**src/rtl/alu_exec_ctrl_pkg.sv**
```systemverilog
// Shared types for the simple processor execute stage: widths, ALU function
// encodings and the execute sequencer state encoding.
package simple_processor_pkg;

    localparam int DATA_WIDTH = 32;
    localparam int REG_ADDR_W = 5;
    localparam int IMM_W      = 6;

    typedef enum logic [2:0] {
        ADD  = 3'd0,
        SUB  = 3'd1,
        ADDI = 3'd2
    } func_t;

    typedef enum logic [2:0] {
        IDLE = 3'd0,
        RD_A = 3'd1,
        RD_B = 3'd2,
        EXEC = 3'd3,
        WB   = 3'd4
    } exec_state_t;

    function automatic logic func_legal(func_t f);
        return (f == ADD) || (f == SUB) || (f == ADDI);
    endfunction

endpackage

```
**src/rtl/alu_exec_ctrl_if.sv**
```systemverilog
// Instruction handshake, register-file and ALU buses of the execute sequencer.
// The slave modport is the sequencer; master is its surroundings.
interface alu_exec_ctrl_if;
    import simple_processor_pkg::*;

    logic                  instr_valid_i;
    logic                  instr_ready_o;
    func_t                 instr_func_i;
    logic [REG_ADDR_W-1:0] instr_rd_i;
    logic [REG_ADDR_W-1:0] instr_rs1_i;
    logic [REG_ADDR_W-1:0] instr_rs2_i;
    logic [IMM_W-1:0]      instr_imm_i;
    logic [REG_ADDR_W-1:0] rf_raddr_o;
    logic [DATA_WIDTH-1:0] rf_rdata_i;
    logic [DATA_WIDTH-1:0] alu_rs1_data_o;
    logic [DATA_WIDTH-1:0] alu_rs2_data_o;
    func_t                 alu_func_o;
    logic [IMM_W-1:0]      alu_imm_o;
    logic [DATA_WIDTH-1:0] alu_result_i;
    logic                  rf_we_o;
    logic [REG_ADDR_W-1:0] rf_waddr_o;
    logic [DATA_WIDTH-1:0] rf_wdata_o;
    logic                  retire_o;
    logic                  illegal_o;
    logic                  busy_o;
    logic [31:0]           retired_cnt_o;

    modport slave (
        input  instr_valid_i, instr_func_i, instr_rd_i, instr_rs1_i, instr_rs2_i,
               instr_imm_i, rf_rdata_i, alu_result_i,
        output instr_ready_o, rf_raddr_o, alu_rs1_data_o, alu_rs2_data_o, alu_func_o,
               alu_imm_o, rf_we_o, rf_waddr_o, rf_wdata_o, retire_o, illegal_o,
               busy_o, retired_cnt_o
    );

    modport master (
        output instr_valid_i, instr_func_i, instr_rd_i, instr_rs1_i, instr_rs2_i,
               instr_imm_i, rf_rdata_i, alu_result_i,
        input  instr_ready_o, rf_raddr_o, alu_rs1_data_o, alu_rs2_data_o, alu_func_o,
               alu_imm_o, rf_we_o, rf_waddr_o, rf_wdata_o, retire_o, illegal_o,
               busy_o, retired_cnt_o
    );

endinterface

```
**src/rtl/alu_exec_ctrl.sv**
```systemverilog
// Multi-cycle execute sequencer: reads rs1/rs2 over one shared RF read port,
// presents registered operands to the ALU, captures the result and writes back.
module alu_exec_ctrl
    import simple_processor_pkg::*;
(
    input  logic           clk_i,
    input  logic           arst_i,
    alu_exec_ctrl_if.slave bus
);

    exec_state_t           state_q, state_d;
    func_t                 func_q, func_d;
    logic [REG_ADDR_W-1:0] rd_q, rd_d;
    logic [REG_ADDR_W-1:0] rs1_q, rs1_d;
    logic [REG_ADDR_W-1:0] rs2_q, rs2_d;
    logic [IMM_W-1:0]      imm_q, imm_d;
    logic [DATA_WIDTH-1:0] op_a_q, op_a_d;
    logic [DATA_WIDTH-1:0] op_b_q, op_b_d;
    logic [DATA_WIDTH-1:0] res_q, res_d;
    logic                  illegal_q, illegal_d;
    logic [31:0]           retired_cnt_q, retired_cnt_d;
    logic                  accept;

    assign accept = (state_q == IDLE) && bus.instr_valid_i;

    always_comb begin
        state_d       = state_q;
        func_d        = func_q;
        rd_d          = rd_q;
        rs1_d         = rs1_q;
        rs2_d         = rs2_q;
        imm_d         = imm_q;
        op_a_d        = op_a_q;
        op_b_d        = op_b_q;
        res_d         = res_q;
        illegal_d     = 1'b0;
        retired_cnt_d = retired_cnt_q;
        unique case (state_q)
            IDLE: begin
                if (accept) begin
                    func_d    = bus.instr_func_i;
                    rd_d      = bus.instr_rd_i;
                    rs1_d     = bus.instr_rs1_i;
                    rs2_d     = bus.instr_rs2_i;
                    imm_d     = bus.instr_imm_i;
                    // Illegal functions are reported and dropped without touching the RF.
                    illegal_d = !func_legal(bus.instr_func_i);
                    state_d   = func_legal(bus.instr_func_i) ? RD_A : IDLE;
                end
            end
            RD_A: begin
                op_a_d  = bus.rf_rdata_i;
                state_d = (func_q == ADDI) ? EXEC : RD_B;
            end
            RD_B: begin
                op_b_d  = bus.rf_rdata_i;
                state_d = EXEC;
            end
            EXEC: begin
                res_d   = bus.alu_result_i;
                state_d = WB;
            end
            WB: begin
                retired_cnt_d = retired_cnt_q + 32'd1;
                state_d       = IDLE;
            end
            default: state_d = IDLE;
        endcase
    end

    always_ff @(posedge clk_i or posedge arst_i) begin
        if (arst_i) begin
            state_q       <= IDLE;
            func_q        <= ADD;
            rd_q          <= '0;
            rs1_q         <= '0;
            rs2_q         <= '0;
            imm_q         <= '0;
            op_a_q        <= '0;
            op_b_q        <= '0;
            res_q         <= '0;
            illegal_q     <= 1'b0;
            retired_cnt_q <= '0;
        end else begin
            state_q       <= state_d;
            func_q        <= func_d;
            rd_q          <= rd_d;
            rs1_q         <= rs1_d;
            rs2_q         <= rs2_d;
            imm_q         <= imm_d;
            op_a_q        <= op_a_d;
            op_b_q        <= op_b_d;
            res_q         <= res_d;
            illegal_q     <= illegal_d;
            retired_cnt_q <= retired_cnt_d;
        end
    end

    assign bus.instr_ready_o  = (state_q == IDLE);
    assign bus.busy_o         = (state_q != IDLE);
    assign bus.rf_raddr_o     = (state_q == RD_A) ? rs1_q :
                                (state_q == RD_B) ? rs2_q : '0;
    assign bus.alu_rs1_data_o = op_a_q;
    assign bus.alu_rs2_data_o = op_b_q;
    assign bus.alu_func_o     = func_q;
    assign bus.alu_imm_o      = imm_q;
    // r0 is hardwired to zero, so its writes are dropped but the op still retires.
    assign bus.rf_we_o        = (state_q == WB) && (rd_q != '0);
    assign bus.rf_waddr_o     = rd_q;
    assign bus.rf_wdata_o     = res_q;
    assign bus.retire_o       = (state_q == WB);
    assign bus.illegal_o      = illegal_q;
    assign bus.retired_cnt_o  = retired_cnt_q;

endmodule

```
**src/flat_wrapper.sv**
```systemverilog
// flat-port wrapper written by rule: the top's interface ports become plain ports
module alu_exec_ctrl_flat import simple_processor_pkg::*;
  (clk_i, arst_i, bus_instr_valid_i, bus_instr_func_i, bus_instr_rd_i, bus_instr_rs1_i, bus_instr_rs2_i, bus_instr_imm_i, bus_rf_rdata_i, bus_alu_result_i, bus_instr_ready_o, bus_rf_raddr_o, bus_alu_rs1_data_o, bus_alu_rs2_data_o, bus_alu_func_o, bus_alu_imm_o, bus_rf_we_o, bus_rf_waddr_o, bus_rf_wdata_o, bus_retire_o, bus_illegal_o, bus_busy_o, bus_retired_cnt_o);
  alu_exec_ctrl_if bus_i ();
  input  logic clk_i;
  input  logic arst_i;
  input wire logic [$bits(bus_i.instr_valid_i)-1:0] bus_instr_valid_i;
  input wire logic [$bits(bus_i.instr_func_i)-1:0] bus_instr_func_i;
  input wire logic [$bits(bus_i.instr_rd_i)-1:0] bus_instr_rd_i;
  input wire logic [$bits(bus_i.instr_rs1_i)-1:0] bus_instr_rs1_i;
  input wire logic [$bits(bus_i.instr_rs2_i)-1:0] bus_instr_rs2_i;
  input wire logic [$bits(bus_i.instr_imm_i)-1:0] bus_instr_imm_i;
  input wire logic [$bits(bus_i.rf_rdata_i)-1:0] bus_rf_rdata_i;
  input wire logic [$bits(bus_i.alu_result_i)-1:0] bus_alu_result_i;
  output wire logic [$bits(bus_i.instr_ready_o)-1:0] bus_instr_ready_o;
  output wire logic [$bits(bus_i.rf_raddr_o)-1:0] bus_rf_raddr_o;
  output wire logic [$bits(bus_i.alu_rs1_data_o)-1:0] bus_alu_rs1_data_o;
  output wire logic [$bits(bus_i.alu_rs2_data_o)-1:0] bus_alu_rs2_data_o;
  output wire logic [$bits(bus_i.alu_func_o)-1:0] bus_alu_func_o;
  output wire logic [$bits(bus_i.alu_imm_o)-1:0] bus_alu_imm_o;
  output wire logic [$bits(bus_i.rf_we_o)-1:0] bus_rf_we_o;
  output wire logic [$bits(bus_i.rf_waddr_o)-1:0] bus_rf_waddr_o;
  output wire logic [$bits(bus_i.rf_wdata_o)-1:0] bus_rf_wdata_o;
  output wire logic [$bits(bus_i.retire_o)-1:0] bus_retire_o;
  output wire logic [$bits(bus_i.illegal_o)-1:0] bus_illegal_o;
  output wire logic [$bits(bus_i.busy_o)-1:0] bus_busy_o;
  output wire logic [$bits(bus_i.retired_cnt_o)-1:0] bus_retired_cnt_o;
  assign bus_i.instr_valid_i = bus_instr_valid_i;
  assign bus_i.instr_func_i = bus_instr_func_i;
  assign bus_i.instr_rd_i = bus_instr_rd_i;
  assign bus_i.instr_rs1_i = bus_instr_rs1_i;
  assign bus_i.instr_rs2_i = bus_instr_rs2_i;
  assign bus_i.instr_imm_i = bus_instr_imm_i;
  assign bus_i.rf_rdata_i = bus_rf_rdata_i;
  assign bus_i.alu_result_i = bus_alu_result_i;
  assign bus_instr_ready_o = bus_i.instr_ready_o;
  assign bus_rf_raddr_o = bus_i.rf_raddr_o;
  assign bus_alu_rs1_data_o = bus_i.alu_rs1_data_o;
  assign bus_alu_rs2_data_o = bus_i.alu_rs2_data_o;
  assign bus_alu_func_o = bus_i.alu_func_o;
  assign bus_alu_imm_o = bus_i.alu_imm_o;
  assign bus_rf_we_o = bus_i.rf_we_o;
  assign bus_rf_waddr_o = bus_i.rf_waddr_o;
  assign bus_rf_wdata_o = bus_i.rf_wdata_o;
  assign bus_retire_o = bus_i.retire_o;
  assign bus_illegal_o = bus_i.illegal_o;
  assign bus_busy_o = bus_i.busy_o;
  assign bus_retired_cnt_o = bus_i.retired_cnt_o;
  alu_exec_ctrl u_core (.clk_i(clk_i), .arst_i(arst_i), .bus(bus_i));
endmodule
```
**config.mk**
```make
export PLATFORM = sky130hd
export DESIGN_NAME = alu_exec_ctrl_flat
export DESIGN_NICKNAME = d
export VERILOG_FILES = /design/src/rtl/alu_exec_ctrl_pkg.sv /design/src/rtl/alu_exec_ctrl_if.sv /design/src/rtl/alu_exec_ctrl.sv /design/src/flat_wrapper.sv
export SDC_FILE = /design/constraint.sdc
export NUM_CORES = 1
export LEC_CHECK = 0
export ABC_AREA = 1
export CORE_MARGIN = 1
export CORE_UTILIZATION = 38
export CTS_CLUSTER_SIZE = 25
export DETAILED_ROUTE_END_ITERATION = 6
export PLACE_DENSITY = 0.76
export SKIP_CTS_REPAIR_TIMING = 1
export SKIP_LAST_GASP = 1
export SLEW_MARGIN = 20
export SYNTH_ARGS = -nofsm -noshare
export SYNTH_HDL_FRONTEND = slang
export SYNTH_SLANG_ARGS = --single-unit
```
**constraint.sdc**
```tcl
create_clock -name clk_i -period 5.9 [get_ports clk_i]
set_clock_uncertainty 0.15 [all_clocks]
set_input_delay 1.18 -clock clk_i [delete_from_list [all_inputs] [get_ports clk_i]]
set_output_delay 1.18 -clock clk_i [all_outputs]
set_load 0.03 [all_outputs]
```
* After elaboration in Yosys (flattened, before gate mapping)
Index checks and enable logic that the tools add are counted.
** Storage, ports and cells
- Register bits :: 156
- Input bits :: 91
- Output and inout port bits :: 152
** Cells by class
- Equal/unequal tests :: 8
- Mux-type cells :: 8
- Add/subtract/negate cells :: 1
- Reduce and logical (&&, ||, !) cells :: 10
** Operators by type and width (count)
- $add 32x1->32 const B :: 1
- $eq 3x2->1 const B :: 4
- $pmux 3 s4 :: 1
- $mux 5 :: 2
- $eq 3x1->1 const B :: 2
- $logic_not 3->1 :: 2
- $reduce_bool 5->1 :: 1
- $mux 1 :: 4
- $eq 3x3->1 const B :: 1
- $mux 3 :: 1
- $reduce_bool 3->1 :: 1
- $logic_and 1x1->1 :: 2
- $logic_or 1x1->1 :: 2
- $ne 2x1->1 const B :: 1
- $reduce_and 2->1 :: 1
- $logic_not 1->1 :: 1

* Longest topological paths before layout
- Depth in word-level cells :: 6
- Gate-level depth with buffers :: 8
- Gate-level depth less buffers :: 8

* Worst setup path after synthesis
No wires, ideal clock.
- Path kind :: register to output
- From :: register u_core.state_q[2]
- To :: output port bus_rf_raddr_o[0]
- Arrival time :: 1.580 ns
- Stages on the path, launching flop included :: 6
- Path slack :: 2.990 ns
- Path buffers :: 2
- Path through :: dfrtp_1 nor3_2 inv_1 buf_2 buf_6 o22ai_1
** Between the ends
- Cells in the longest elaborated chain, start to end :: 3
- Elaborated cells on any way between the ends :: 4
- Those cells by class :: eq/ne: 2; mux: 2
** RTL lines
- start, declared :: RTL line alu_exec_ctrl.sv:11 : exec_state_t state_q, state_d;
- start signal, assigned :: RTL line alu_exec_ctrl.sv:85 : state_q <= state_d;
- $eq 3x2->1 :: RTL line alu_exec_ctrl.sv:102 : (state_q == RD_B) ? rs2_q : '0;
- $mux 5 :: RTL line alu_exec_ctrl.sv:102
- $mux 5 (*) :: RTL line alu_exec_ctrl.sv:101 : assign bus.rf_raddr_o = (state_q == RD_A) ? rs1_q :
- end, declared :: RTL line flat_wrapper.sv:16 : output wire logic [$bits(bus_i.rf_raddr_o)-1:0] bus_rf_raddr_o;
Mark *: on every way between the ends. The rest lies on a longest branch, timed or not.

* Worst setup path in the final report
- From :: register u_core.state_q[2]
- To :: output port bus_rf_raddr_o[3]
The elaborated chain is that of the path after synthesis.

==> flow_summary.json <==
{
  "grt_pass1_wl_mm": 27.1,
  "drt_iter0_drc": 255,
  "p_leak_nw": 4.54,
  "post-route-period-util": 0.653,
  "setup_viol": 0,
  "rsz0062_at_grt": "false",
  "fp.dieArea_um2": 17500,
  "area_growth_syn_to_layout_pct": 49.2,
  "drv_slew": 0,
  "synth_common_cells": "nand2_1 (232), dfrtp_1 (156), inv_1 (72)",
  "path_max_fanout": 69,
  "synth_most_common_cell": "nand2_1",
  "num_rows": 47,
  "fin_tns_setup_ns": 0,
  "clock_path_buffers": 2,
  "place.gp.congestion": 0.864,
  "seqCellArea_um2": 3900,
  "ys_seq_area_frac": 0.607,
  "clk_transition_reported_paths_ns": 0.06,
  "path_delay_family": "buffers and inverters",
  "min_period_ns": 3.85,
  "antenna_found_initial": 0,
  "drc": 0,
  "final_util": 0.579,
  "grt_max_degree": 70,
  "critical_path_arrival_ns": 2.52,
  "cts_tree": "yes",
  "r2r-end": "u_core.state_q[0]$_DFFE_PP0P_",
  "layout.nets": 1026,
  "grt_pass1_vias": 5247,
  "start_util": 0.388,
  "synth_area_leaders": "dfrtp_1 (61%), nand2_1 (14%), o21ai_0 (5.2%), inv_1 (4.2%), nor2_1 (2.4%)",
  "rrSetupSlack_ns": 3.90,
  "netlist_area_um2": 6430,
  "cts_root_buf": "clkbuf_16",
  "worstHoldPathType": "flop to flop",
  "clock-sinks": 156,
  "die_h_um": 132,
  "synth.top_cell.area_share": 0.607,
  "ys.flop_type": "dfrtp_1",
  "path_buf_inv": 3,
  "whs_endpoint": "u_core.bus.rf_wdata_o[30]$_DFFE_PP0P_",
  "overflow": 0,
  "slew_headroom": 0.472,
  "postSynthAreaPerCell_um2": 9.31,
  "peakVddDrop_mv": 0.377,
  "rr_startpoint": "u_core.state_q[2]$_DFFE_PP0P_",
  "async_reset_ff_frac": 1.00,
  "viasPerCell": 4.61,
  "dieWidth_um": 132,
  "hold_viol": 0,
  "synthesis.nets": 783,
  "clk_latency_ns": 0.42,
  "power_density_nw_per_um2": 551,
  "grt_use_total": 0.199,
  "crit_type": "flop to primary output",
  "detail-route-antenna-nets": 0,
  "antenna_cells": 0,
  "holdPathStages": 2,
  "fmax_mhz": 260,
  "hold_path.startpoint": "u_core.bus.rf_wdata_o[30]$_DFFE_PP0P_",
  "critPathMaxStageDelay_ns": 0.70,
  "worstPathRequired_ns": 4.57,
  "numCtsBuffers": 17,
  "cp-start-kind": "flop",
  "ys_warn_count": 0,
  "nFillCells": 1459,
  "worst_pin_slew_ns": 0.791,
  "synth.distinct_cells": 26,
  "yosys.area.top_type": "dfrtp_1",
  "multiInputGateArea_um2": 2140,
  "cap_violations": 0,
  "hpwlAfterDp_mm": 12.0,
  "critPathSlowestCell": "clkdlybuf4s50_1",
  "synthCells": 691,
  "num_vias": 5376,
  "synth-seq-cells": 156,
  "power.total_w": 0.00529,
  "drive_gt1_frac": 0.0697,
  "path_cells": "nor3_2, inv_2, buf_4, o22ai_1, clkdlybuf4s50_1",
  "io_buffers": 242,
  "first_pass_iters": 4,
  "synth_edf_count": 0,
  "r2r_cells": 6,
  "routed_wirelength_mm": 16.7,
  "h-tree-depth": 4,
  "wl_per_cell_um": 14.3,
  "io_pins": 243,
  "core_area_um2": 16600,
  "crit_path_end_kind": "primary output",
  "status": "completed"
}
stage by stage:
step	instance area, µm²	hold slack, ns	setup slack [ns]	cells
after floorplan	6430	0.328	0.363	691
after global placement	9070	0.304	2.47	1135
after detailed placement	9070	0.308	2.47	1135
after CTS	9600	0.323	1.99	1167
after global routing	9600	0.344	1.84	1167
final	9600	0.321	2.05	1167
kinds of logic (layout without fill, tap and decap cells):
logic type | Yosys count | in the layout | synth area share
buf+inv | 98 | 354 | 0.0617
compound gates | 84 | 84 | 0.0667
simple gates | 318 | 318 | 0.211
mux | 13 | 13 | 0.0228
flops | 156 | 156 | 0.607
xor+xnor | 21 | 21 | 0.0286
fa+ha+maj | 1 | 1 | 0.00194
cell usage in the layout (no fill, tap or decap), types with 2 or more instances in the layout:
cell type / synthesis / layout
a21oi_1: 12 / 12
buf_4: 0 / 5
clkbuf_1: 10 / 2
clkbuf_16: 0 / 17
clkbuf_8: 0 / 2
clkdlybuf4s50_1: 0 / 242
clkinv_2: 0 / 6
clkinvlp_4: 0 / 3
dfrtp_1: 156 / 156
inv_1: 72 / 70
inv_2: 3 / 4
inv_6: 0 / 2
mux2_2: 13 / 13
nand2_1: 232 / 232
nand2_4: 3 / 3
nand3_1: 18 / 17
nand3b_1: 6 / 6
nand4_1: 5 / 5
nor2_1: 41 / 41
nor2_4: 5 / 5
nor3_1: 3 / 3
o21ai_0: 67 / 67
o22ai_1: 4 / 4
xnor2_1: 10 / 10
xor2_1: 11 / 11
sequential cells by signal, indices dropped and copies added (netlist names), 5 cells and up:
name / cells
u_core.bus.alu_imm_o: 6
u_core.bus.alu_rs1_data_o: 32
u_core.bus.alu_rs2_data_o: 32
u_core.bus.retired_cnt_o: 32
u_core.bus.rf_waddr_o: 5
u_core.bus.rf_wdata_o: 32
u_core.rs1_q: 5
u_core.rs2_q: 5
where the power goes:
part	internal, W	total [W]	leakage (nW)	switching (W)
sequential	0.00150	0.00174	1.95	0.000237
combinational	0.00101	0.00257	2.34	0.00156
clock	0.000557	0.000983	0.259	0.000426
worst min-delay path, delay by kind of cell, from the launching register on:
kind	cells	cell delay [ns]
and+or+nand+nor	2	0.09
DFF	1	0.34
cell type report:
class | count | share of cell area
Multi-Input combinational cell | 437 | 0.223
Sequential cell | 156 | 0.407
Inverter | 75 | 0.0298
Clock inverter | 11 | 0.00730
Clock buffer | 21 | 0.0480
Timing Repair Buffer | 247 | 0.256
Tap cell | 220 | 0.0287
how the worst max path moves through the flow:
| stage | cells past startpoint | startpoint | to |
|---|---|---|---|
| floorplan | 1 | arst_i | u_core.bus.alu_func_o[0]$_DFFE_PP0P_ |
| global placement | 5 | u_core.state_q[2]$_DFFE_PP0P_ | bus_rf_raddr_o[4] |
| detailed placement | 5 | u_core.state_q[2]$_DFFE_PP0P_ | bus_rf_raddr_o[4] |
| CTS | 5 | u_core.state_q[2]$_DFFE_PP0P_ | bus_rf_raddr_o[4] |
| global route | 5 | u_core.state_q[2]$_DFFE_PP0P_ | bus_rf_raddr_o[4] |
| finish | 5 | u_core.state_q[2]$_DFFE_PP0P_ | bus_rf_raddr_o[3] |
metal layers:
layer	track usage	wire (µm)	vias up
li1	-	-	2644
met1	0.246	7120	2540
met2	0.329	8180	170
met3	0.0584	1110	22
met4	0.0775	318	0
met5	0	0	-
Power figures use the tool's default switching activity.
==> patch 1 (config.mk and constraints unchanged) <==
Change the package constant `IMM_W` from 6 to 12.
--- a/src/rtl/alu_exec_ctrl_pkg.sv
+++ b/src/rtl/alu_exec_ctrl_pkg.sv
@@ -4,7 +4,7 @@
 
     localparam int DATA_WIDTH = 32;
     localparam int REG_ADDR_W = 5;
-    localparam int IMM_W      = 6;
+    localparam int IMM_W      = 12;
 
     typedef enum logic [2:0] {
         ADD  = 3'd0,
Ports: changed (resized bus_alu_imm_o and bus_instr_imm_i); port bits go from 243 to 255. The function was not compared with the original's and may differ.
==> patch 1 against the original RTL <==
Count of clock-buffer cells in the layout decreased by 1. Wire length rose by 3.8%. Non-clock buffer count rose by 12. Die area rose by 5.0%. Total power grew 7.1%. Worst setup slack gained 0.0054 ns. Critical endpoint unchanged. Final cell count up 5.0%. Clock power up 14%. Cell area rose by 5.4%. Area after synthesis is 5.0% higher. Synthesized cell count rose by 6.1%. Sequential cell count grew 6. Worst hold slack got worse by 0.0019 ns.
==> patch 1: results (changes against the original RTL) <==
Run status
  • Outcome: complete, no violations

Timing
  • Min Tclk post-route: 3.848 ns (-0.005440 ns)
  • Worst-margin pin slew: 0.7753 ns (-0.01614 ns)
  • Hold slack: 0.3192 ns (-0.001906 ns)

Global route
  • First-pass GRT wire length: 27880 um (+2.9%)
  • Pin count of the biggest net entering global routing: 89 (+27%)
  • GR Util met3: 7.033% (+1.2 points)
  • Met1 usage: 24.48% (-0.10 points)
  • GR Util met2: 32.99% (+0.099 points)
  • Number of global-route vias before repair: 5377 (+2.5%)
  • Initial antenna violation count: 0 (unchanged)
  • GR Util All Layers: 19.96% (+0.048 points)

Synth
  • Syn_nets: 831 (+6.1%)
  • Synth async-reset ratio: 100.0% (unchanged)
  • Post-synthesis sequential area ratio: 60.00% (-0.69 points)
  • Yosys cell types: 29 (+12%)
  • Synth Area in Adders: 0.1852% (-0.0093 points)
  • Synth warnings: 0 (unchanged)
  • Syn Std Cell Area: 6756 um^2 (+5.0%)
  • Synth Area in Compound Gates: 6.574% (-0.098 points)
  • XOR/XNOR Fraction of Synth Area: 2.074% (-0.79 points)
  • Syn_area_per_cell: 9.218 um^2 (-0.98%)
  • Synth top cells by count: nand2_1, dfrtp_1, inv_1
  • Mux cell area share after synthesis: 3.444% (+1.2 points)
  • Top cells by area, synth: dfrtp_1, nand2_1, o21ai_0

Power and ir drop
  • Switching Share: 41.76% (-0.25 points)
  • Worst IR Drop VDD: 0.3946 mV (+4.6%)
  • Leak: 4.817 nW (+6.0%)

Route
  • First-pass detailed-route iteration total: 5 (+1)
  • Number of DRC markers in iteration 0: 330 (+29%)
  • Vias/cell: 4.599 (-0.16%)
  • DR vias: 5634 (+4.8%)
  • WL per Instance: 14.18 um (-1.1%)
  • Met3 wire len: 1226 um (+11%)
  • Met2 WL post-DR: 8683 um (+6.1%)
  • Met1 WL: 7273 um (+2.2%)

Placed design
  • # port buffers: 254 (+5.0%)
  • Placement Cell Area: 9513 um^2 (+4.9%)
  • Setup Slack @ Placement: 2.486 ns (+0.01615 ns)
  • GPL Wtd Cong: 0.7799 (-9.7%)
  • DP Cell Count: 1193 (+5.1%)
  • Hpwl dp: 12520 um (+4.0%)

Clock tree
  • H-tree Lvls: 4 (unchanged)
  • Root buf cell: clkbuf_16

Worst setup path
  • Max FO, Critical Path: 68 (-1.4%)
  • R2R depth: 5 (-1)
  • CP peak stage delay: 0.72 ns (+0.02 ns)
  • FF-to-FF Start: u_core.state_q[0]
  • R2R Setup Slk: 3.95 ns (+0.05 ns)
  • FF-to-FF End: u_core.bus.alu_func_o[0]

Layout
  • Layout cells sized above 1: 7.100% (+0.13 points)
  • NumNets Final: 1085 (+5.8%)

Hold path
  • Hold Startpoint: u_core.bus.rf_wdata_o[1]
  • HP Class: flip-flop to flip-flop
  • Worst Hold Path EP: u_core.bus.rf_wdata_o[1]
patch 1: changes by cell type in the layout (fill, tap and decap cells not counted), sizes merged, moves of 5 or more:
cell,change
inv,+14
clkdlybuf4s50,+12
nand2,+9
dfrtp,+6
mux2,+6
nand3,+5
nor2,+5
xnor2,-5
patch 1: final cells by class:
| cell class | count | area [um^2] |
|---|---|---|
| clock buffers | 20 | 456.7 |
| clock inverters | 12 | 145.1 |
| fillers | 1515 | 7242 |
| inverters | 86 | 327.8 |
| multi-input cells | 461 | 2270 |
| flip-flops and latches | 162 | 4054 |
| well taps | 225 | 281.5 |
| repair buffers | 259 | 2580 |
patch 1: tightest hold or removal path: cells and delay by family, from the launching register on:
family	cells	cell delay, ns
DFF	1	0.34
and+or+nand+nor	2	0.09
patch 1: power groups by stage:
stage	Sequential, mW	Combinational, mW	Clock [mW]
floorplan	2.61	0.793	0
global placement	1.82	2.72	0
detailed placement	1.83	2.75	0
CTS	1.82	2.76	1.15
global route	1.87	2.92	1.20
finish	1.82	2.73	1.12
patch 1: worst max path at each step:
stage,from,end,depth (start not counted)
3_3_place_gp,u_core.state_q[2],bus_rf_raddr_o[3],5
5_1_grt,u_core.state_q[2],bus_rf_raddr_o[3],5
2_1_floorplan,arst_i,u_core.bus.alu_func_o[0],1
6_report,u_core.state_q[2],bus_rf_raddr_o[3],5
3_5_place_dp,u_core.state_q[2],bus_rf_raddr_o[3],5
4_1_cts,u_core.state_q[2],bus_rf_raddr_o[3],5
patch 1: logic make-up (layout without fill, tap and decap cells):
logic type / Yosys count / after routing
multiplexers: 19 / 19
buffers and inverters: 110 / 377
adder cells (fa/ha/maj): 1 / 1
flip-flops: 162 / 162
AND/OR/NAND/NOR: 338 / 338
AO/OA/AOI/OAI: 87 / 87
XOR/XNOR: 16 / 16
==> patch 2 (same flow settings) <==
Made on the original files. Make the reset (`arst_i`) synchronous in one clocked block.
--- a/src/rtl/alu_exec_ctrl.sv
+++ b/src/rtl/alu_exec_ctrl.sv
@@ -68,7 +68,7 @@
         endcase
     end
 
-    always_ff @(posedge clk_i or posedge arst_i) begin
+    always_ff @(posedge clk_i) begin
         if (arst_i) begin
             state_q       <= IDLE;
             func_q        <= ADD;
Behaviour: differs if arst_i is asserted again (counterexample within 4 cycles, from zero or initial values and one cycle with arst_i high); with arst_i held inactive, the same outputs for 10 cycles.
==> patch 2 against the original RTL <==
Sequential cell count unchanged. Worst setup slack got worse by 0.027 ns. Cell area decreased by 1.9%. Final cell count increased by 11%. Sequential share of layout area decreased by 7.5 points. First-iteration DRC count increased by 11%. Area after synthesis decreased by 2.4%. Wire length increased by 11%. Largest cell class unchanged.
Power is not compared: it rests on default switching activity, and its combinational part moved more than twofold at a synthesized area within 25%.
==> patch 2: results (changes against the original RTL) <==
Worst setup path
  • FF-to-FF Start: u_core.state_q[2]
  • R2R depth: 7 (+1)
  • CP peak stage delay: 0.64 ns (-0.06 ns)
  • Crit-path slowest cell: dfxtp_1
  • Max FO, Critical Path: 38 (-45%)
  • FF-to-FF End: u_core.bus.alu_rs2_data_o[15]
  • CP arrival: 2.55 ns (+0.03 ns)
  • R2R Setup Slk: 3.62 ns (-0.28 ns)

Route
  • Number of DRC markers in iteration 0: 282 (+11%)
  • Met3 wire len: 1690 um (+53%)
  • Met2 WL post-DR: 8906 um (+8.8%)
  • Routed WL: 18510 um (+11%)
  • Met1 WL: 7647 um (+7.4%)
  • Vias/cell: 4.727 (+2.6%)

Layout
  • Area growth, synth to finish: 50.00%
  • Layout cells sized above 1: 6.401% (-0.57 points)
  • NumNets Final: 1157 (+13%)
  • Ant diodes: 0 (unchanged)

Global route
  • Pin count of the biggest net entering global routing: 71 (+1.4%)
  • GR Util met2: 36.97% (+4.1 points)
  • Number of global-route vias before repair: 5832 (+11%)
  • GR Util met3: 9.039% (+3.2 points)
  • GR Util All Layers: 21.95% (+2.0 points)
  • Met1 usage: 25.43% (+0.85 points)
  • First-pass GRT wire length: 28860 um (+6.5%)

Hold path
  • WHS Path Cells: 2 (unchanged)
  • HP Class: flip-flop to flip-flop
  • Worst Hold Path EP: u_core.rs2_q[1]
  • Hold Startpoint: u_core.rs2_q[1]

Synth
  • Synth top cells by count: nor2_1, dfxtp_1, o21ai_0
  • XOR/XNOR Fraction of Synth Area: 0.5582% (-2.3 points)
  • Top cells by area, synth: dfxtp_1, nor2_1, o21ai_0
  • Primary FF master, synth: dfxtp_1
  • Synth warnings: 0 (unchanged)
  • Synth async-reset ratio: 0% (-100 points)
  • Synth Area in Adders: 0.1994% (+0.0048 points)
  • Post-synthesis sequential area ratio: 49.76% (-11 points)
  • Mux cell area share after synthesis: 0% (-2.3 points)
  • Syn_nets: 933 (+19%)
  • Yosys cell types: 34 (+31%)
  • Synth Area in Compound Gates: 13.80% (+7.1 points)

Clock tree
  • H-tree Lvls: 4 (unchanged)
  • Root buf cell: clkbuf_16

Run status
  • Outcome: complete, no violations

Power and ir drop
  • Leak: 3.796 nW

Timing
  • Slew headroom: 46.50% (-0.74 points)
  • Hold slack: 0.3100 ns (-0.01106 ns)

Placed design
  • GPL Wtd Cong: 0.9230 (+6.9%)
  • Hpwl dp: 13030 um (+8.2%)
-- patch 2: per-stage QoR --
stage	power (mW)	utilization (%)	std cells	setup WS [ns]	instance area, um^2
final	2.699	58.84	1294	2.020	9414
after CTS	2.724	58.84	1294	1.990	9414
after global routing	2.804	58.84	1294	1.847	9414
after floorplan	1.388	-	841	3.097	6276
after detailed placement	1.585	54.97	1262	2.450	8795
after global placement	1.580	54.87	1261	2.521	8780
-- patch 2: how the worst max path moves through the flow --
stage / start / end / slack, ns / cells after the start
floorplan: u_core.state_q[2] / bus_rf_raddr_o[0] / 3.10 / 6
global placement: u_core.state_q[2] / bus_rf_raddr_o[0] / 2.52 / 4
detailed placement: u_core.state_q[2] / bus_rf_raddr_o[2] / 2.45 / 4
CTS: u_core.state_q[2] / bus_rf_raddr_o[4] / 1.99 / 4
global route: u_core.state_q[2] / bus_rf_raddr_o[0] / 1.85 / 4
finish: u_core.state_q[2] / bus_rf_raddr_o[4] / 2.02 / 4
-- patch 2: final cells by class --
class / count / area, um^2
tap: 216 / 270.3
sequential: 156 / 3123
clock inverter: 12 / 162.7
multi-input combinational: 566 / 2638
clock buffer: 20 / 456.7
inverter: 75 / 281.5
fill: 1505 / 6586
timing repair buffer: 249 / 2482
-- patch 2: worst register-to-register path: cells and delay by family (launching register included) --
kind          cells  cell delay, ns
simple gates      4            0.43
buf+inv           3            0.95
flops             1            0.64
-- patch 2: where the power goes --
part / internal, mW / total, mW / switching (mW)
Sequential: 1.11 / 1.14 / 0.0277
Clock: 0.693 / 1.14 / 0.446
Combinational: 0.179 / 0.423 / 0.244
Total: 1.98 / 2.70 / 0.717
